**src/rtl/leaf_pkg.sv**
```systemverilog
// Shared defaults and helpers for leaf page wrappers: payload/counter widths and
// the flat-bus channel slicing rule (channel i lives at [i*W +: W]).
package leaf_pkg;

  localparam int LEAF_PAYLOAD_BITS = 32;
  localparam int LEAF_CNT_BITS     = 16;

  // LSB of channel ch in a flat bus of w-bit channels
  function automatic int ch_lsb(input int ch, input int w);
    return ch * w;
  endfunction

endpackage

```
**src/rtl/leaf_user_buffer_if.sv**
```systemverilog
// User-side stream bundle between leaf_interface and the user kernel, as seen
// by the elastic buffer (slave) and whoever drives it (master).
interface leaf_user_buffer_if import leaf_pkg::*; #(
  parameter int PAYLOAD_BITS  = LEAF_PAYLOAD_BITS,
  parameter int NUM_IN_PORTS  = 1,
  parameter int NUM_OUT_PORTS = 2,
  parameter int CNT_BITS      = LEAF_CNT_BITS
);
  logic [NUM_IN_PORTS*PAYLOAD_BITS-1:0]  dn_in_data;
  logic [NUM_IN_PORTS-1:0]               dn_in_valid;
  logic [NUM_IN_PORTS-1:0]               dn_in_ready;
  logic [NUM_IN_PORTS*PAYLOAD_BITS-1:0]  dn_out_data;
  logic [NUM_IN_PORTS-1:0]               dn_out_valid;
  logic [NUM_IN_PORTS-1:0]               dn_out_ready;
  logic [NUM_OUT_PORTS*PAYLOAD_BITS-1:0] up_in_data;
  logic [NUM_OUT_PORTS-1:0]              up_in_valid;
  logic [NUM_OUT_PORTS-1:0]              up_in_ready;
  logic [NUM_OUT_PORTS*PAYLOAD_BITS-1:0] up_out_data;
  logic [NUM_OUT_PORTS-1:0]              up_out_valid;
  logic [NUM_OUT_PORTS-1:0]              up_out_ready;
  logic [NUM_IN_PORTS*CNT_BITS-1:0]      dn_count;
  logic [NUM_OUT_PORTS*CNT_BITS-1:0]     up_count;

  modport slave (
    input  dn_in_data, dn_in_valid, dn_out_ready,
    input  up_in_data, up_in_valid, up_out_ready,
    output dn_in_ready, dn_out_data, dn_out_valid,
    output up_in_ready, up_out_data, up_out_valid,
    output dn_count, up_count
  );

  modport master (
    output dn_in_data, dn_in_valid, dn_out_ready,
    output up_in_data, up_in_valid, up_out_ready,
    input  dn_in_ready, dn_out_data, dn_out_valid,
    input  up_in_ready, up_out_data, up_out_valid,
    input  dn_count, up_count
  );
endinterface

```
**src/rtl/leaf_fifo_ch.sv**
```systemverilog
// One buffered channel: first-word-fall-through FIFO with registered input ready,
// synchronous flush and a saturating count of output-side transfers.
module leaf_fifo_ch #(
  parameter int W  = 32,
  parameter int DL = 2,
  parameter int CW = 16
) (
  input  logic          clk,
  input  logic          reset_n,
  input  logic          flush,
  input  logic [W-1:0]  i_data,
  input  logic          i_valid,
  output logic          o_ready,
  output logic [W-1:0]  o_data,
  output logic          o_valid,
  input  logic          i_ready,
  output logic [CW-1:0] o_count
);
  localparam int DEPTH = 1 << DL;
  localparam int PW    = (DL > 0) ? DL : 1;
  localparam logic [DL:0]   FULL = (DL+1)'(DEPTH);
  localparam logic [PW-1:0] LAST = PW'(DEPTH - 1);

  logic [PW-1:0] r_wptr, r_rptr;
  logic [DL:0]   r_occ;
  logic          r_rdy;
  logic [CW-1:0] r_cnt;
  logic [W-1:0]  r_mem [DEPTH];

  logic          w_push, w_pop;
  logic [DL:0]   w_occ_nxt;

  // Ready is a flop (plus flush kill) so the kernel side never reaches the interface combinationally.
  assign o_ready = r_rdy & ~flush;
  assign o_valid = (r_occ != '0);
  assign o_data  = r_mem[r_rptr];
  assign o_count = r_cnt;

  assign w_push = i_valid & o_ready;
  assign w_pop  = o_valid & i_ready & ~flush;

  always_comb begin
    w_occ_nxt = r_occ;
    if (w_push && !w_pop)      w_occ_nxt = r_occ + 1'b1;
    else if (!w_push && w_pop) w_occ_nxt = r_occ - 1'b1;
  end

  always_ff @(posedge clk or negedge reset_n) begin
    if (!reset_n) begin
      r_wptr <= '0;
      r_rptr <= '0;
      r_occ  <= '0;
      r_rdy  <= 1'b0;
      r_cnt  <= '0;
    end else if (flush) begin
      r_wptr <= '0;
      r_rptr <= '0;
      r_occ  <= '0;
      r_rdy  <= 1'b1;
    end else begin
      if (w_push) r_wptr <= (r_wptr == LAST) ? '0 : r_wptr + 1'b1;
      if (w_pop)  r_rptr <= (r_rptr == LAST) ? '0 : r_rptr + 1'b1;
      r_occ <= w_occ_nxt;
      // Full stays not-ready through a same-cycle pop; space shows up one cycle later.
      r_rdy <= (w_occ_nxt < FULL);
      if (w_pop && (r_cnt != '1)) r_cnt <= r_cnt + 1'b1;
    end
  end

  always_ff @(posedge clk) begin
    if (w_push) r_mem[r_wptr] <= i_data;
  end

endmodule

```
**src/rtl/leaf_user_buffer.sv**
```systemverilog
// Elastic buffer between leaf_interface user ports and the user kernel: one
// independent FIFO channel per stream in each direction.
module leaf_user_buffer import leaf_pkg::*; #(
  parameter int PAYLOAD_BITS  = LEAF_PAYLOAD_BITS,
  parameter int NUM_IN_PORTS  = 1,
  parameter int NUM_OUT_PORTS = 2,
  parameter int DEPTH_LOG2    = 2,
  parameter int CNT_BITS      = LEAF_CNT_BITS
) (
  input  logic              clk,
  input  logic              reset_n,
  input  logic              flush,
  leaf_user_buffer_if.slave bus
);
  logic [NUM_IN_PORTS-1:0][PAYLOAD_BITS-1:0]  w_dn_data;
  logic [NUM_IN_PORTS-1:0][CNT_BITS-1:0]      w_dn_cnt;
  logic [NUM_IN_PORTS-1:0]                    w_dn_rdy, w_dn_vld;
  logic [NUM_OUT_PORTS-1:0][PAYLOAD_BITS-1:0] w_up_data;
  logic [NUM_OUT_PORTS-1:0][CNT_BITS-1:0]     w_up_cnt;
  logic [NUM_OUT_PORTS-1:0]                   w_up_rdy, w_up_vld;

  assign bus.dn_in_ready  = w_dn_rdy;
  assign bus.dn_out_valid = w_dn_vld;
  assign bus.dn_out_data  = w_dn_data;
  assign bus.dn_count     = w_dn_cnt;
  assign bus.up_in_ready  = w_up_rdy;
  assign bus.up_out_valid = w_up_vld;
  assign bus.up_out_data  = w_up_data;
  assign bus.up_count     = w_up_cnt;

  for (genvar g = 0; g < NUM_IN_PORTS; g++) begin : g_dn
    leaf_fifo_ch #(.W(PAYLOAD_BITS), .DL(DEPTH_LOG2), .CW(CNT_BITS)) u_ch (
      .clk     (clk),
      .reset_n (reset_n),
      .flush   (flush),
      .i_data  (bus.dn_in_data[ch_lsb(g, PAYLOAD_BITS) +: PAYLOAD_BITS]),
      .i_valid (bus.dn_in_valid[g]),
      .o_ready (w_dn_rdy[g]),
      .o_data  (w_dn_data[g]),
      .o_valid (w_dn_vld[g]),
      .i_ready (bus.dn_out_ready[g]),
      .o_count (w_dn_cnt[g])
    );
  end

  for (genvar g = 0; g < NUM_OUT_PORTS; g++) begin : g_up
    leaf_fifo_ch #(.W(PAYLOAD_BITS), .DL(DEPTH_LOG2), .CW(CNT_BITS)) u_ch (
      .clk     (clk),
      .reset_n (reset_n),
      .flush   (flush),
      .i_data  (bus.up_in_data[ch_lsb(g, PAYLOAD_BITS) +: PAYLOAD_BITS]),
      .i_valid (bus.up_in_valid[g]),
      .o_ready (w_up_rdy[g]),
      .o_data  (w_up_data[g]),
      .o_valid (w_up_vld[g]),
      .i_ready (bus.up_out_ready[g]),
      .o_count (w_up_cnt[g])
    );
  end

endmodule

```
**src/flat_wrapper.sv**
```systemverilog
// flat-port wrapper written by rule: the top's interface ports become plain ports
module leaf_user_buffer_flat import leaf_pkg::*;
#(
  parameter int PAYLOAD_BITS  = LEAF_PAYLOAD_BITS,
  parameter int NUM_IN_PORTS  = 1,
  parameter int NUM_OUT_PORTS = 2,
  parameter int DEPTH_LOG2    = 2,
  parameter int CNT_BITS      = LEAF_CNT_BITS
)
  (clk, reset_n, flush, bus_dn_in_data, bus_dn_in_valid, bus_dn_out_ready, bus_up_in_data, bus_up_in_valid, bus_up_out_ready, bus_dn_in_ready, bus_dn_out_data, bus_dn_out_valid, bus_up_in_ready, bus_up_out_data, bus_up_out_valid, bus_dn_count, bus_up_count);
  leaf_user_buffer_if #(.PAYLOAD_BITS(PAYLOAD_BITS), .NUM_IN_PORTS(NUM_IN_PORTS), .NUM_OUT_PORTS(NUM_OUT_PORTS), .CNT_BITS(CNT_BITS)) bus_i ();
  input  logic clk;
  input  logic reset_n;
  input  logic flush;
  input wire logic [$bits(bus_i.dn_in_data)-1:0] bus_dn_in_data;
  input wire logic [$bits(bus_i.dn_in_valid)-1:0] bus_dn_in_valid;
  input wire logic [$bits(bus_i.dn_out_ready)-1:0] bus_dn_out_ready;
  input wire logic [$bits(bus_i.up_in_data)-1:0] bus_up_in_data;
  input wire logic [$bits(bus_i.up_in_valid)-1:0] bus_up_in_valid;
  input wire logic [$bits(bus_i.up_out_ready)-1:0] bus_up_out_ready;
  output wire logic [$bits(bus_i.dn_in_ready)-1:0] bus_dn_in_ready;
  output wire logic [$bits(bus_i.dn_out_data)-1:0] bus_dn_out_data;
  output wire logic [$bits(bus_i.dn_out_valid)-1:0] bus_dn_out_valid;
  output wire logic [$bits(bus_i.up_in_ready)-1:0] bus_up_in_ready;
  output wire logic [$bits(bus_i.up_out_data)-1:0] bus_up_out_data;
  output wire logic [$bits(bus_i.up_out_valid)-1:0] bus_up_out_valid;
  output wire logic [$bits(bus_i.dn_count)-1:0] bus_dn_count;
  output wire logic [$bits(bus_i.up_count)-1:0] bus_up_count;
  assign bus_i.dn_in_data = bus_dn_in_data;
  assign bus_i.dn_in_valid = bus_dn_in_valid;
  assign bus_i.dn_out_ready = bus_dn_out_ready;
  assign bus_i.up_in_data = bus_up_in_data;
  assign bus_i.up_in_valid = bus_up_in_valid;
  assign bus_i.up_out_ready = bus_up_out_ready;
  assign bus_dn_in_ready = bus_i.dn_in_ready;
  assign bus_dn_out_data = bus_i.dn_out_data;
  assign bus_dn_out_valid = bus_i.dn_out_valid;
  assign bus_up_in_ready = bus_i.up_in_ready;
  assign bus_up_out_data = bus_i.up_out_data;
  assign bus_up_out_valid = bus_i.up_out_valid;
  assign bus_dn_count = bus_i.dn_count;
  assign bus_up_count = bus_i.up_count;
  leaf_user_buffer #(.PAYLOAD_BITS(PAYLOAD_BITS), .NUM_IN_PORTS(NUM_IN_PORTS), .NUM_OUT_PORTS(NUM_OUT_PORTS), .DEPTH_LOG2(DEPTH_LOG2), .CNT_BITS(CNT_BITS)) u_core (.clk(clk), .reset_n(reset_n), .flush(flush), .bus(bus_i));
endmodule
```
**config.mk**
```make
export PLATFORM = sky130hd
export DESIGN_NAME = leaf_user_buffer_flat
export DESIGN_NICKNAME = d
export VERILOG_FILES = /design/src/rtl/leaf_pkg.sv /design/src/rtl/leaf_user_buffer_if.sv /design/src/rtl/leaf_fifo_ch.sv /design/src/rtl/leaf_user_buffer.sv /design/src/flat_wrapper.sv
export SDC_FILE = /design/constraint.sdc
export NUM_CORES = 1
export LEC_CHECK = 0
export CAP_MARGIN = 20
export CORE_UTILIZATION = 50
export CTS_CLUSTER_SIZE = 8
export DETAILED_ROUTE_END_ITERATION = 10
export PLACE_DENSITY = 0.75
export SETUP_SLACK_MARGIN = 0.2
export SLEW_MARGIN = 10
export SYNTH_ARGS = -nofsm -noshare
export SYNTH_HDL_FRONTEND = slang
export SYNTH_SLANG_ARGS = --single-unit
```
**constraint.sdc**
```tcl
create_clock -name clk -period 3.5 [get_ports clk]
set_clock_uncertainty 0.1 [all_clocks]
set_input_delay 0.7 -clock clk [delete_from_list [all_inputs] [get_ports clk]]
set_output_delay 0.7 -clock clk [all_outputs]
set_load 0.02 [all_outputs]
```
After elaboration in Yosys (flattened, before gate mapping)
Memory sizes are Yosys's and may differ from the RTL's.
Index checks and enable logic that the tools add are counted.
W data, S select, Z words.

word-level totals
  flip-flop bits (word level) = 72
  memory bits (writable) = 384
  output and inout port bits = 150
  word-level logic and storage cells = 121
  memories kept = 3

memory list
  memory                     words  bits a word  rd ports  clocked after Yosys merged registers in  write ports  line                text
  u_core.g_dn[0].u_ch.r_mem  4      32           1         0                                        1            leaf_fifo_ch.sv:28  logic [W-1:0] r_mem [DEPTH];
  u_core.g_up[0].u_ch.r_mem  4      32           1         0                                        1            leaf_fifo_ch.sv:28
  u_core.g_up[1].u_ch.r_mem  4      32           1         0                                        1            leaf_fifo_ch.sv:28

cells by class
  add/sub/neg operators = 15
  $lt $le $gt $ge = 3
  equality and inequality tests = 9
  muxes and demuxes = 36
  bitwise gates (word level) = 13
  reduce and logical (&&, ||, !) cells = 27

operators with widths
  cell                     count
  $add A16 B1 Y16 const B  3
  $ne A16 B16 Y1 const B   3
  $mux W2                  18
  $mux W3                  9
  $add A2 B1 Y2 const B    6
  $and A1 B1 Y1            12
  $eq A2 B2 Y1 const B     6
  $reduce_bool A2 Y1       6
  $add A3 B1 Y3 const B    3
  $logic_and A1 B1 Y1      9
  $lt A3 B3 Y1 const B     3
  $mux W1                  9
  $reduce_bool A3 Y1       3
  $sub A3 B1 Y3 const B    3
  $logic_not A1 Y1         6
  $reduce_and A2 Y1        3
  $not A1 Y1               1

Logic depth before layout (Yosys ltp)
Gate-level depths: netlist (run 1).

  depth after elaboration = 9
  gate-level depth with buffers = 8

Hierarchy
Synthesis (run 1) repeated with hierarchy kept, for this count alone.

unflattened totals
  cells, all modules = 888
  area total of the unflattened synthesis = 18216.2 µm²

by module, submodules not included
  module        times used  cells each  area an instance (µm²)  sequential area each (µm²)
  leaf_fifo_ch  3           296         6072.1                  4444.3

Least setup slack after synthesis (run 1)
No wires, ideal clock.

  path kind = input-to-reg
  start = input port flush
  end = memory u_core.g_dn[0].u_ch.r_mem[0][0], enable pin
  arrival time = 2.047 ns
  required time = 3.008 ns
  setup slack = 0.961 ns
  stages on the path = 2
  path buffers = 0
  cell sequence = nor2b_1 > and3_1

between the ends
  cells in the longest elaborated chain, start to end = 5

RTL lines
  item                           line                text
  start, declared                flat_wrapper.sv:14  input logic flush;
  $not A1 Y1 (no line)           -
  $and A1 B1 Y1                  leaf_fifo_ch.sv:34  assign o_ready = r_rdy & ~flush;
  $and A1 B1 Y1                  leaf_fifo_ch.sv:39  assign w_push = i_valid & o_ready;
  $mux W1                        leaf_fifo_ch.sv:71  if (w_push) r_mem[r_wptr] <= i_data;
  $mux W1 (implied by the code)  leaf_fifo_ch.sv:71
  end, declared                  leaf_fifo_ch.sv:28

Every way passes these cells.

Worst setup path in the final report (run 1)
  start = register u_core.g_up[0].u_ch.r_rptr[0]
  end = output port bus_up_out_data[21]

between the ends
  cells in the longest elaborated chain, start to end = 1

RTL lines
  item                    line                text
  start, declared         leaf_fifo_ch.sv:24  logic [PW-1:0] r_wptr, r_rptr;
  start signal, assigned  leaf_fifo_ch.sv:62  if (w_pop) r_rptr <= (r_rptr == LAST) ? '0 : r_rptr + 1'b1;
  $mem_v2 Z4 W32          -
  end, declared           flat_wrapper.sv:25  output wire logic [$bits(bus_i.up_out_data)-1:0] bus_up_out_data;

Every way passes these cells.

==> flow_summary.yaml, run 1 <==
floorplanning:
  start_util_pct: 51.0
  die_w_um: 190
  io_pins: 255
  die_area_um2: 36100
  die_y_um: 190
  core_um2: 34700
  num_rows: 68
drt:
  viasPerCell: 5.47
  drt_iter0_drc: 581
  wirelength_mm: 35.4
  antenna_left: 0
  first_pass_iters: 5
  post-route-drc-count: 0
  via_count: 9217
  post_drt_wl_per_cell_um: 21.0
pwr:
  leakage_uw: 0.00790
  ir_drop_v: 0.000539
  pwr_density_cell_nw_per_um2: 741
  fin_total_pwr_uw: 17000
final_layout:
  nFillCells: 2307
  regArea_um2: 13300
  multi_input_area_um2: 4120
  final_common_cell: "edfxtp_1"
  final_util_pct: 65.9
  nets: 1315
  areaGrowthSynthToFinish_pct: 29.4
  final_cell_mix: "384 x edfxtp_1, 253 x clkdlybuf4s50_1, 96 x mux4_2, 71 x clkbuf_16, 69 x dfrtp_1"
  final_cell_area_um2: 22900
  layout-drive-gt1-share_pct: 17.1
timing:
  final.min_clock_period_ns: 3.18
  hold_viol: 0
  fmax_mhz: 314
  slew_viol_final: 0
  setup_tns_ns: 0
  slew_headroom_pct: 37.5
  fin_crit_sh_pct: 90.9
  hold_ws_ns: 0.190
  setup_viol: 0
  max_slew.worst_pin.slew_ns: 0.938
  grt_setup_unrepaired: "no"
synth:
  synth_xor_area_share_pct: 2.57
  synth.area.mux_share_pct: 12.7
  synth_area_um2: 17700
  yosysSeqAreaShare_pct: 75.4
  synth-seq-cells: 456
  syn-num-nets: 1005
  ys_types: 49
  synth_compound_area_share_pct: 1.17
  syn_inst: 875
  synth_edf_count: 384
  ys.flop_type: "edfxtp_1"
  synth-warning-count: 0
  synth_adder_area_share_pct: 1.83
  synth_top_family_by_area: "multiplexers"
  async_reset_ff_share_pct: 15.8
  yosys.area_share.simple_pct: 4.97
  avgSynthCellArea_um2: 20.2
clocking:
  clk_pin_slew_ns: 0.05
  numCtsBuffers: 67
  cts_root_buf: "clkbuf_16"
  cts_sinks: 456
  cts_setup_buffers: 1
  cts_buffer_depth: 3
  cts.hold.buffers_added: 0
  cts_resized: 0
  htree_levels: 3
  clock_latency_ns: 0.55
  cts_tree: "yes"
global_route:
  grt_pass1_vias: 9704
  antenna_found_initial: 2
  grt_usage_pct: 20.1
  grt_overflow: 0
  grt_pass1_wl_mm: 54.3
  grt_max_degree: 73
setup_path:
  worst_setup_path_start_kind: "flip-flop"
  r2r_slack_ns: 1.40
  crit_arrival_ns: 2.38
  crit_fanout: 32
  worstPathRequired_ns: 2.70
  critPathKind: "flip-flop to output port"
  end_kind: "output port"
placement:
  io_buffer_count: 254
  hpwl_mm: 21.4
  place_area_um2: 20900
  gp_congestion: 0.806
min_path:
  hold_class: "input port to async pin"
job:
  drv_cap: 0
outcome:
  outcome: "finished, final reports clean"
==> synthesized netlist by cell type (9+ instances only) <==
cell type  number  share of area, %
ha_1           25               1.8
edfxtp_1      384                65
inv_1          18              0.38
nand4_1        15              0.53
nor2_1         27              0.57
nand2_1        31              0.66
clkbuf_1       15              0.32
nand3_1        15              0.42
and3_1         16              0.57
dfrtp_1        72                10
xnor2_1        31               1.5
xor2_1         21               1.0
buf_2          14              0.40
and2_1          9              0.32
mux4_2         96                12
==> state kept, by name, summed over array words and instances, names as in the netlist <==
| signal | flops |
|---|---|
| u_core.g_dn.u_ch.o_count | 16 |
| u_core.g_dn.u_ch.r_mem | 128 |
| u_core.g_dn.u_ch.r_occ | 3 |
| u_core.g_dn.u_ch.r_rdy | 1 |
| u_core.g_dn.u_ch.r_rptr | 2 |
| u_core.g_dn.u_ch.r_wptr | 2 |
| u_core.g_up.u_ch.o_count | 32 |
| u_core.g_up.u_ch.r_mem | 256 |
| u_core.g_up.u_ch.r_occ | 6 |
| u_core.g_up.u_ch.r_rdy | 2 |
| u_core.g_up.u_ch.r_rptr | 4 |
| u_core.g_up.u_ch.r_wptr | 4 |
==> critical path: stages (launching register included) <==
cell and delay, ns:
dfrtp_2 0.40, buf_12 0.27, mux4_2 0.57, clkdlybuf4s50_1 0.56
==> per-stage QoR <==
stage,setup WS (ns),std cells
3_3_place_gp,0.398,1570
5_1_grt,0.220,1684
3_5_place_dp,0.391,1570
4_1_cts,0.262,1681
6_report,0.317,1684
2_1_floorplan,0.961,875
==> path summary, 6_finish.rpt <==
kind,from,end,cells past startpoint
setup / recovery,u_core.g_up[0].u_ch.r_rptr[0]$_DFFE_PN0P_,bus_up_out_data[21],3
hold / removal,reset_n,u_core.g_dn[0].u_ch.o_count[2]$_DFFE_PN0P_,1
setup reg to reg,u_core.g_up[1].u_ch.r_occ[0]$_DFFE_PN0P_,u_core.g_up[1].u_ch.o_count[1]$_DFFE_PN0P_,6
hold reg to reg,u_core.g_up[1].u_ch.o_count[15]$_DFFE_PN0P_,u_core.g_up[1].u_ch.o_count[15]$_DFFE_PN0P_,1
max in group asynchronous,reset_n,u_core.g_up[0].u_ch.r_rptr[0]$_DFFE_PN0P_,1
min in group clk,u_core.g_up[1].u_ch.o_count[15]$_DFFE_PN0P_,u_core.g_up[1].u_ch.o_count[15]$_DFFE_PN0P_,1
==> report_power, final <==
part           switching [uW]  total, uW  internal [uW]
Clock                    2140       5840           3700
Combinational            2240       4440           2200
Sequential                252       6690           6430
Total                    4630      17000          12300
==> final cells by class <==
class	instances	share of cell area (%)
clock inverter	2	0.0765
timing repair buffer	276	12.5
clock buffer	108	8.37
multi-input combinational	366	18.0
tap	455	2.49
inverter	18	0.295
antenna	3	0.0328
sequential	456	58.3
==> kinds of logic after synthesis <==
logic type / after synthesis
multiplexers: 104
AND/OR/NAND/NOR: 157
buffers and inverters: 53
flip-flops: 456
adder cells (fa/ha/maj): 26
XOR/XNOR: 52
AO/OA/AOI/OAI: 27
==> per-layer routing <==
metal,up-vias,global-route usage (%),routed length [um]
met3,68,6.00,2710
met1,4717,26.2,14400
met2,317,31.9,17400
met5,-,0,0
met4,0,7.54,883
li1,4115,-,-
Note: power is estimated with default switching activity, not from simulation.
==> run 2: changes to the inputs <==
--- a/config.mk
+++ b/config.mk
@@ -9,6 +9,7 @@
 export CORE_UTILIZATION = 50
 export CTS_CLUSTER_SIZE = 8
 export DETAILED_ROUTE_END_ITERATION = 10
+export MAX_ROUTING_LAYER = met4
 export PLACE_DENSITY = 0.75
 export SETUP_SLACK_MARGIN = 0.2
 export SLEW_MARGIN = 10
==> run 2 against run 1 <==
Worst hold slack got worse by 0.0092 ns. Register-to-register slack barely moved. Clock power barely moved. Die area did not move. Critical path depth did not move. Total power barely moved. Wire length rose by 0.33%. Core utilization barely moved. Final area barely moved. Setup slack got worse by 0.0070 ns. Via count barely moved.
==> flow_summary.yaml, run 2 (synthesized netlist as in run 1, its figures left out) <==
final_layout:
  largest_register: "u_core.g_up.u_ch.r_mem"
  nFillCells: 2307
  multi_input_area_um2: 4120
  final_util_pct: 65.9
  regArea_um2: 13300
  areaGrowthSynthToFinish_pct: 29.4
  final_common_cell: "edfxtp_1"
  largest_reg_flops: 256
  nets: 1315
  final_cell_mix: "384 x edfxtp_1, 253 x clkdlybuf4s50_1, 96 x mux4_2, 71 x clkbuf_16, 69 x dfrtp_1"
  layout-drive-gt1-share_pct: 17.1
setup_path:
  path_cells: "buf_12 > mux4_2 > clkdlybuf4s50_1"
  end_kind: "output port"
  critPathTopFamily: "buffers and inverters"
  critPathBufInv: 2
  crit_path_max_incr_delay_ns: 0.57
  crit_arrival_ns: 2.39
  slowest_stage: "mux4_2"
  worstPathRequired_ns: 2.70
  worst_setup_path_start_kind: "flip-flop"
  crit_fanout: 32
  critPathKind: "flip-flop to output port"
job:
  drv_cap: 0
drt:
  antenna_left: 0
  drt_iter0_drc: 583
  via_count: 9219
  post-route-drc-count: 0
  first_pass_iters: 5
  post_drt_wl_per_cell_um: 21.1
  viasPerCell: 5.48
  wirelength_mm: 35.6
global_route:
  grt_usage_pct: 20.7
  antenna_found_initial: 2
  grt_max_degree: 73
  grt_overflow: 0
  grt_pass1_vias: 9711
  grt_pass1_wl_mm: 54.4
pwr:
  ir_drop_v: 0.000538
  pwr_density_cell_nw_per_um2: 742
  leakage_uw: 0.00790
placement:
  hpwl_mm: 21.4
  gp_congestion: 0.818
  io_buffer_count: 254
clocking:
  clk_pin_slew_ns: 0.05
  htree_levels: 3
  numCtsBuffers: 67
  cts_tree: "yes"
  cts_root_buf: "clkbuf_16"
  cts_buffer_depth: 3
  cts.hold.buffers_added: 0
  cts_sinks: 456
  clock_latency_ns: 0.55
  cts_setup_buffers: 1
  cts_resized: 0
timing:
  hold_viol: 0
  grt_setup_unrepaired: "no"
  fmax_mhz: 314
  slew_headroom_pct: 37.6
  final.min_clock_period_ns: 3.19
  setup_tns_ns: 0
  setup_viol: 0
  max_slew.worst_pin.slew_ns: 0.937
  slew_viol_final: 0
  fin_crit_sh_pct: 91.1
floorplanning:
  io_pins: 255
  die_w_um: 190
  die_y_um: 190
  die_area_um2: 36100
  num_rows: 68
  start_util_pct: 51.0
  core_um2: 34700
min_path:
  hold_class: "input port to async pin"
outcome:
  outcome: "finished, final reports clean"
-- run 2: final cells by class --
class                   instances  area share [%]
well taps                     455            2.49
repair buffers                276            12.5
inverters                      18           0.295
flip-flops and latches        456            58.3
clock inverters                 2          0.0765
clock buffers                 108            8.37
multi-input cells             366            18.0
diodes                          2          0.0219
-- run 2: worst paths after layout --
kind / start / end / slack [ns] / depth (start not counted)
min reg2reg: u_core.g_up[1].u_ch.o_count[15]$_DFFE_PN0P_ / u_core.g_up[1].u_ch.o_count[15]$_DFFE_PN0P_ / 0.41 / 1
max: u_core.g_up[0].u_ch.r_rptr[0]$_DFFE_PN0P_ / bus_up_out_data[21] / 0.31 / 3
min: reset_n / u_core.g_dn[0].u_ch.o_count[2]$_DFFE_PN0P_ / 0.18 / 1
max in group asynchronous: reset_n / u_core.g_up[0].u_ch.r_rptr[0]$_DFFE_PN0P_ / 2.44 / 1
max reg2reg: u_core.g_up[1].u_ch.r_occ[0]$_DFFE_PN0P_ / u_core.g_up[1].u_ch.o_count[1]$_DFFE_PN0P_ / 1.41 / 6
min in group clk: u_core.g_up[1].u_ch.o_count[15]$_DFFE_PN0P_ / u_core.g_up[1].u_ch.o_count[15]$_DFFE_PN0P_ / 0.41 / 1
-- run 2: stage by stage --
stage	instance area, um2	hold slack (ns)	cells	setup WS [ns]	power (uW)
after floorplan	17700	0.304	875	0.961	9390
after global placement	20900	0.402	1570	0.398	11200
after detailed placement	20900	0.405	1570	0.391	11200
after CTS	22900	0.222	1681	0.262	17200
after global routing	22900	0.273	1683	0.220	17700
final	22900	0.181	1683	0.310	17000
-- run 2: layer usage --
metal | wire (um) | share of wire (%) | track usage, % | vias to the layer above
met5 | 0 | 0 | - | -
met4 | 874 | 2.5 | 7.54 | 0
met3 | 2590 | 7.3 | 5.77 | 66
met2 | 17500 | 49 | 32.0 | 298
met1 | 14600 | 41 | 26.3 | 4743
li1 | - | - | - | 4112
-- run 2: worst reg2reg max path, cell delays in order, from the launching register on --
cell and delay [ns]:
dfrtp_1 0.36, inv_1 0.09, ha_1 0.21, nand2b_2 0.15, nand2_4 0.12, a311oi_4 0.55, mux2_2 0.40
-- run 2: where the power goes --
| group | switching [uW] | internal, uW |
|---|---|---|
| logic | 2240 | 2200 |
| clock network | 2140 | 3700 |
| registers | 252 | 6430 |
==> run 3: changes to the inputs <==
--- a/config.mk
+++ b/config.mk
@@ -5,7 +5,6 @@
 export SDC_FILE = /design/constraint.sdc
 export NUM_CORES = 1
 export LEC_CHECK = 0
-export CAP_MARGIN = 20
 export CORE_UTILIZATION = 50
 export CTS_CLUSTER_SIZE = 8
 export DETAILED_ROUTE_END_ITERATION = 10
==> results of run 3 <==
Same layout as run 2: the final DEF is identical, and so are final timing and power.
